**src/rtl/uart_tx_arbiter.sv**
```systemverilog
// Round-robin, packet-locked sharing of one byte-level UART TX between N_REQ requesters.
// Define UART_ARB_WDOG_EN to add a tx_busy watchdog in WAIT_BUSY.
module uart_tx_arbiter #(
    parameter int N_REQ       = 4,
    parameter int HOLD_CYCLES = 8680,
    parameter int WDOG_CYCLES = 16
) (
    input  logic               clk_100MHz,
    input  logic               rst,
    input  logic [N_REQ-1:0]   req,
    input  logic [N_REQ-1:0]   last,
    input  logic [8*N_REQ-1:0] data,
    output logic [N_REQ-1:0]   ack,
    output logic [N_REQ-1:0]   grant,
    output logic               tx_start,
    output logic [7:0]         tx_data,
    input  logic               tx_busy,
    output logic               err,
    output logic [2:0]         state_dbg
);
    localparam int IDXW = $clog2(N_REQ);
    localparam int HCW  = $clog2(HOLD_CYCLES);

    // Handshake: requester i holds req[i] (with data/last) until ack[i] pulses for one
    // cycle; the byte counts as consumed on that pulse. tx_start is a one-cycle strobe
    // issued only while tx_busy is low; tx_busy high marks the frame in flight.

    if (N_REQ < 2 || N_REQ > 8 || HOLD_CYCLES < 2 || WDOG_CYCLES < 1) begin : g_bad_param
        $error("uart_tx_arbiter: parameter out of range");
    end

    typedef enum logic [2:0] {
        IDLE      = 3'd0,
        LOAD      = 3'd1,
        WAIT_BUSY = 3'd2,
        WAIT_DONE = 3'd3,
        HOLD      = 3'd4
    } state_t;

    state_t            state, state_n;
    logic [IDXW-1:0]   owner, owner_n;
    logic [IDXW-1:0]   last_owner, last_owner_n;
    logic              lock, lock_n;
    logic [HCW-1:0]    hold_cnt, hold_cnt_n;
    logic [N_REQ-1:0]  ack_n, grant_n;
    logic              tx_start_n, err_n;
    logic [7:0]        tx_data_n;
    logic              pick_found;
    logic [IDXW-1:0]   pick_idx, cand;

`ifdef UART_ARB_WDOG_EN
    localparam int WCW = $clog2(WDOG_CYCLES + 1);
    logic [WCW-1:0]    wdog_cnt, wdog_cnt_n;
`endif

    // Rotating search starting just after the previous packet's owner.
    always_comb begin
        pick_found = 1'b0;
        pick_idx   = '0;
        cand       = '0;
        for (int i = 1; i <= N_REQ; i++) begin
            cand = IDXW'((int'(last_owner) + i) % N_REQ);
            if (!pick_found && req[cand]) begin
                pick_found = 1'b1;
                pick_idx   = cand;
            end
        end
    end

    always_comb begin
        state_n      = state;
        owner_n      = owner;
        last_owner_n = last_owner;
        lock_n       = lock;
        hold_cnt_n   = hold_cnt;
        ack_n        = '0;
        grant_n      = grant;
        tx_start_n   = 1'b0;
        tx_data_n    = tx_data;
        err_n        = 1'b0;
`ifdef UART_ARB_WDOG_EN
        wdog_cnt_n   = wdog_cnt;
`endif
        case (state)
            IDLE: begin
                if (pick_found) begin
                    owner_n = pick_idx;
                    grant_n = N_REQ'(1) << pick_idx;
                    state_n = LOAD;
                end
            end
            LOAD: begin
                tx_start_n = 1'b1;
                ack_n      = N_REQ'(1) << owner;
                tx_data_n  = data[{owner, 3'b000} +: 8];
                lock_n     = ~last[owner];
                state_n    = WAIT_BUSY;
`ifdef UART_ARB_WDOG_EN
                wdog_cnt_n = '0;
`endif
            end
            WAIT_BUSY: begin
                if (tx_busy) begin
                    state_n = WAIT_DONE;
`ifdef UART_ARB_WDOG_EN
                end else if (wdog_cnt == WCW'(WDOG_CYCLES - 1)) begin
                    err_n        = 1'b1;
                    lock_n       = 1'b0;
                    last_owner_n = owner;
                    grant_n      = '0;
                    state_n      = IDLE;
                end else begin
                    wdog_cnt_n = wdog_cnt + 1'b1;
`endif
                end
            end
            WAIT_DONE: begin
                if (!tx_busy) begin
                    if (lock && req[owner]) begin
                        state_n = LOAD;
                    end else if (lock) begin
                        hold_cnt_n = '0;
                        state_n    = HOLD;
                    end else begin
                        last_owner_n = owner;
                        grant_n      = '0;
                        state_n      = IDLE;
                    end
                end
            end
            HOLD: begin
                if (req[owner]) begin
                    state_n = LOAD;
                end else if (hold_cnt == HCW'(HOLD_CYCLES - 1)) begin
                    // Stalled mid-packet: give the link to the others.
                    err_n        = 1'b1;
                    last_owner_n = owner;
                    grant_n      = '0;
                    state_n      = IDLE;
                end else begin
                    hold_cnt_n = hold_cnt + 1'b1;
                end
            end
            default: state_n = IDLE;
        endcase
    end

    always_ff @(posedge clk_100MHz) begin
        if (rst) begin
            state      <= IDLE;
            owner      <= '0;
            last_owner <= IDXW'(N_REQ - 1);
            lock       <= 1'b0;
            hold_cnt   <= '0;
            ack        <= '0;
            grant      <= '0;
            tx_start   <= 1'b0;
            tx_data    <= 8'h00;
            err        <= 1'b0;
`ifdef UART_ARB_WDOG_EN
            wdog_cnt   <= '0;
`endif
        end else begin
            state      <= state_n;
            owner      <= owner_n;
            last_owner <= last_owner_n;
            lock       <= lock_n;
            hold_cnt   <= hold_cnt_n;
            ack        <= ack_n;
            grant      <= grant_n;
            tx_start   <= tx_start_n;
            tx_data    <= tx_data_n;
            err        <= err_n;
`ifdef UART_ARB_WDOG_EN
            wdog_cnt   <= wdog_cnt_n;
`endif
        end
    end

    assign state_dbg = state;

endmodule

```
**config.mk**
```make
export PLATFORM = sky130hd
export DESIGN_NAME = uart_tx_arbiter
export DESIGN_NICKNAME = d
export VERILOG_FILES = /design/src/rtl/uart_tx_arbiter.sv
export SDC_FILE = /design/constraint.sdc
export NUM_CORES = 1
export LEC_CHECK = 0
export ABC_AREA = 1
export CAP_MARGIN = 15
export CORE_ASPECT_RATIO = 1.75
export CORE_MARGIN = 2
export CORE_UTILIZATION = 49
export DETAILED_ROUTE_END_ITERATION = 8
export PLACE_DENSITY = 0.8
export SETUP_SLACK_MARGIN = 0.02
export SYNTH_ARGS = -nofsm -noshare
export SYNTH_HDL_FRONTEND = slang
export SYNTH_SLANG_ARGS = --single-unit
```
**constraint.sdc**
```tcl
create_clock -name clk_100MHz -period 1.83 [get_ports clk_100MHz]
set_input_delay 0.549 -clock clk_100MHz [delete_from_list [all_inputs] [get_ports clk_100MHz]]
set_output_delay 0.549 -clock clk_100MHz [all_outputs]
set_load 0.05 [all_outputs]
```
==> results <==
- The share of total power dissipated in the clock network is 0.142.
- The tree built by TritonCTS fans out to 40 sinks.
- The share of the core filled with cells is 0.699.
- By area, the combinational part of the netlist is dominated by simple AND/OR/NAND/NOR gates.
- The x dimension of the die is approximately 58 µm.
- The total overflow left after global routing is 0.
- By area the synthesized netlist is led by dfxtp_1 33%, nand2_1 15%, nor2_1 8.0%.
- The netlist uses 33 different library cells.
- CTS built an H-tree with a depth of 2.
- The placer's final routability congestion estimate is around 0.93.
- In the synthesized netlist the dominant register cell turns out to be dfxtp_1.
- The worst path arrival time is 1.93 ns.
- The upper clock frequency limit is ~0.6 GHz.
- The share of the Yosys chip area taken by registers is 0.326.
- The critical path is of the input port to flip-flop type.
- The final max-slew violation count is 0.
- The first detailed-routing pass ran for 4 iterations.
- The initial utilization of the core area, before any placement, comes to 0.502.
- VDD sags by at most around 1.1 mV.
- The detailed placement HPWL is about 5.7 mm.
- After floorplanning, the core was divided into 34 placement rows.
- For this block, the initial DRC count from the detailed router was 220.
- The compound-gate portion of the synthesized area is 0.183.
- The global-route wire length before repair is roughly 12 mm.
- The share of total power dissipated in combinational logic is 0.577.
- The flip-flop and latch area is between 800 and 900 µm².
- The critical path launch point type is an input port.
- The number of antenna violations at the first check in global routing came to 0.
- The most common cell in the netlist is nand2_1.
- In the final layout, the multi-input gates occupy 1480 µm².
- The final routed DRC violation total is 0.
- Entering global routing, the biggest net connects 22 pins.
- The area of the mapped netlist is 2450 µm².
- The layout has roughly 430 filler cells.
- STA puts the critical path data required time at about 2.1 ns.
- Setup repair after global routing could not meet its margin everywhere.
- The routed via count divided by cell count is 5.47.
- The number of global-route vias before repair is ~2900.
- The path class of the tightest hold or removal check is flip-flop to flip-flop.
- Max-cap violations in this run came to 0.
- The share of total power dissipated in sequential elements is 0.281.
- The endpoint type of the worst setup path is a flip-flop.
- The average instance area after synthesis is around 6.3 µm².
- The switching share of power is 0.472.
- The internal power consumption is 2.30 mW.
- The hold slack is roughly 0.47 ns.
- The average routed wire per standard cell is roughly 14 µm.
- Buffers inserted to repair hold after CTS numbered 0.
- Clock skew on the completed layout was measured at 0.00367 ns.
- The highest net fanout along the worst path is 4.
- The worst max-slew margin expressed relative to the limit is 0.607.
- The power per unit of standard cell area is 1280 nW/µm².
- Setup slack on the worst reg-to-reg path comes out at 0.14 ns.
- Of the cells placed in the final design, the portion with a size suffix greater than 1 is 0.195.
- The number of standard cells after synthesis is 387.
- Counting flops with a built-in enable in the synthesized netlist gives 0.
- For the pin with the worst max-slew slack, the measured transition is ~0.6 ns.
- Summing over every cut layer, the via total after detailed routing is 2849.
- The analysis attributes to cell leakage a power of around 1.5 nW.
- The ratio of final minimum period to clock period is 0.935.
- Wires add up to 7.40 mm.
- The number of nets in the synthesized netlist is around 430.
- The commonest cells after synthesis are 97 x nand2_1, 52 x nor2_1, 40 x dfxtp_1.
- The area overhead of the layout relative to synthesis is 39.3%.
- For this design the top-level I/O count stands at 64.
- Subtracting the final worst setup slack from the clock period gives about 1.7 ns.
- Of the total synthesized cell area, the portion taken by full adders, half adders and majority gates is 0.00510.
- The number of antenna cells inserted is 0.
- The clock root buffer master is clkbuf_8.
- In this run the power spent charging and discharging nets is approximately 2.1 mW.
- After clock tree synthesis, the clock-pin slew on the worst setup and hold paths is 0.07 ns.
- The number of endpoints with negative hold slack in the final report is 0.
- The area share of xor/xnor cells in the synthesized design is 0.0178.
- The flow ran to the end, and the final reports show no timing, DRC or antenna violations.
- The TritonCTS buffer count is 5.
- The largest area contributor in the synthesized netlist is dfxtp_1.
- Across every metal layer, demand over resource in global routing totals 0.274.
- The placement-stage cell area is between 3000 and 4000 µm².
- The area share of the leading cell type in the synthesized netlist is 0.326.
- The die is 97.6 µm tall.
- The floorplan step defined a die boundary enclosing 5610 µm².
- The number of register bits inferred by synthesis is 40.
- The area of the placeable core is 4890 µm².
- The count of final setup violators is 0.
- The final instance area is roughly 3400 µm².
- The yosys synthesis warning count is 0.
- Of the total synthesized cell area, the portion taken by AND, OR, NAND and NOR gates is 0.369.
- The async set-reset flop share out of synthesis is 0.
- Input and output buffers added on the ports amount to 63.
- The antenna violation net count after detailed routing is 0.
- The clock latency reported for the late side of the worst-skew pair is about 0.28 ns.
- TritonCTS built the clock tree.
- The buffer levels on the longest clock path is 2.
- The portion of synthesized area spent on multiplexers is 0.
- At the end of the flow, the number of nets in the layout was roughly 510.
-- power by group through the flow --
stage	Clock, mW	Sequential (mW)	Combinational [mW]
6_report	0.620	1.23	2.51
3_3_place_gp	0	1.22	2.36
2_1_floorplan	0	1.63	1.20
3_5_place_dp	0	1.23	2.40
4_1_cts	0.639	1.21	2.43
5_1_grt	0.678	1.26	2.73
-- cells in the final DEF, fill, tap and decap left out, types with 6 or more instances in the layout --
cell type / netlist / routed
a21oi_1: 21 / 20
buf_4: 0 / 42
clkbuf_8: 0 / 7
clkdlybuf4s50_1: 0 / 38
dfxtp_1: 40 / 33
dfxtp_2: 0 / 6
inv_1: 36 / 34
inv_2: 5 / 7
nand2_1: 97 / 91
nand2_2: 1 / 6
nand3_1: 20 / 20
nand4_1: 12 / 12
nor2_1: 52 / 51
nor3_1: 10 / 8
o21ai_0: 30 / 29
o21bai_1: 8 / 8
o22ai_1: 8 / 8
-- registers in the layout, summed over array words and instances (netlist names) --
name and count:
err 1, ack 4, hold_cnt 14, last_owner 2, lock 1, owner 2, state_dbg 3, grant 4
tx_data 8, tx_start 1
-- logic make-up (layout without fill, tap and decap cells) --
| logic type | Yosys count | count (layout) |
|---|---|---|
| adder cells (fa/ha/maj) | 1 | 1 |
| buffers and inverters | 58 | 138 |
| AND/OR/NAND/NOR | 205 | 205 |
| AO/OA/AOI/OAI | 78 | 78 |
| XOR/XNOR | 5 | 5 |
| flip-flops | 40 | 40 |
-- path summary, 6_finish.rpt --
check | from | endpoint | cells after the start
setup / recovery | req[0] | grant[3]$_SDFFE_PP0P_ | 12
hold / removal | grant[3]$_SDFFE_PP0P_ | grant[3]$_SDFFE_PP0P_ | 2
setup reg to reg | owner[0]$_SDFFE_PP0P_ | lock$_SDFFE_PP0P_ | 6
hold reg to reg | grant[3]$_SDFFE_PP0P_ | grant[3]$_SDFFE_PP0P_ | 2
-- critical path, cell delays in order --
cell           delay, ns
dlygate4sd2_1       0.27
inv_1               0.08
nand2_1             0.08
nand3_1             0.11
nand2_2             0.09
nor2_4              0.14
nand3_1             0.12
nand2_1             0.11
nand2_2             0.07
nand2_2             0.07
nand3_1             0.08
a21oi_1             0.14
-- final cells by class --
cell class	count	area share
tap	54	0.0198
inverter	43	0.0487
multi-input combinational	289	0.431
clock buffer	7	0.0282
sequential	40	0.237
timing repair buffer	88	0.235
-- layer usage --
layer | track usage | vias up | part of all wire
met2 | 0.504 | 91 | 0.57
met5 | 0 | - | 0
met1 | 0.268 | 1292 | 0.35
li1 | - | 1434 | -
met4 | 0.172 | 0 | 0.048
met3 | 0.0466 | 32 | 0.036
-- stage by stage --
| stage | setup TNS (ns) | setup WS [ns] | std cells | power [mW] |
|---|---|---|---|---|
| CTS | 0 | 0.0791 | 519 | 4.28 |
| finish | 0 | 0.119 | 521 | 4.36 |
| floorplan | 0 | 0.149 | 387 | 2.83 |
| global placement | -6.87 | -0.375 | 512 | 3.58 |
| global route | 0 | 0.00837 | 521 | 4.67 |
| detailed placement | -7.74 | -0.395 | 512 | 3.63 |
-- repair_timing --
item | CTS | global route
pin swaps | 5 | 6
endpoints found under the setup margin | 19 | 15
setup buffers | 0 | 2
resized for setup | 10 | 19
No activity file was read; power rests on OpenSTA's default activity.
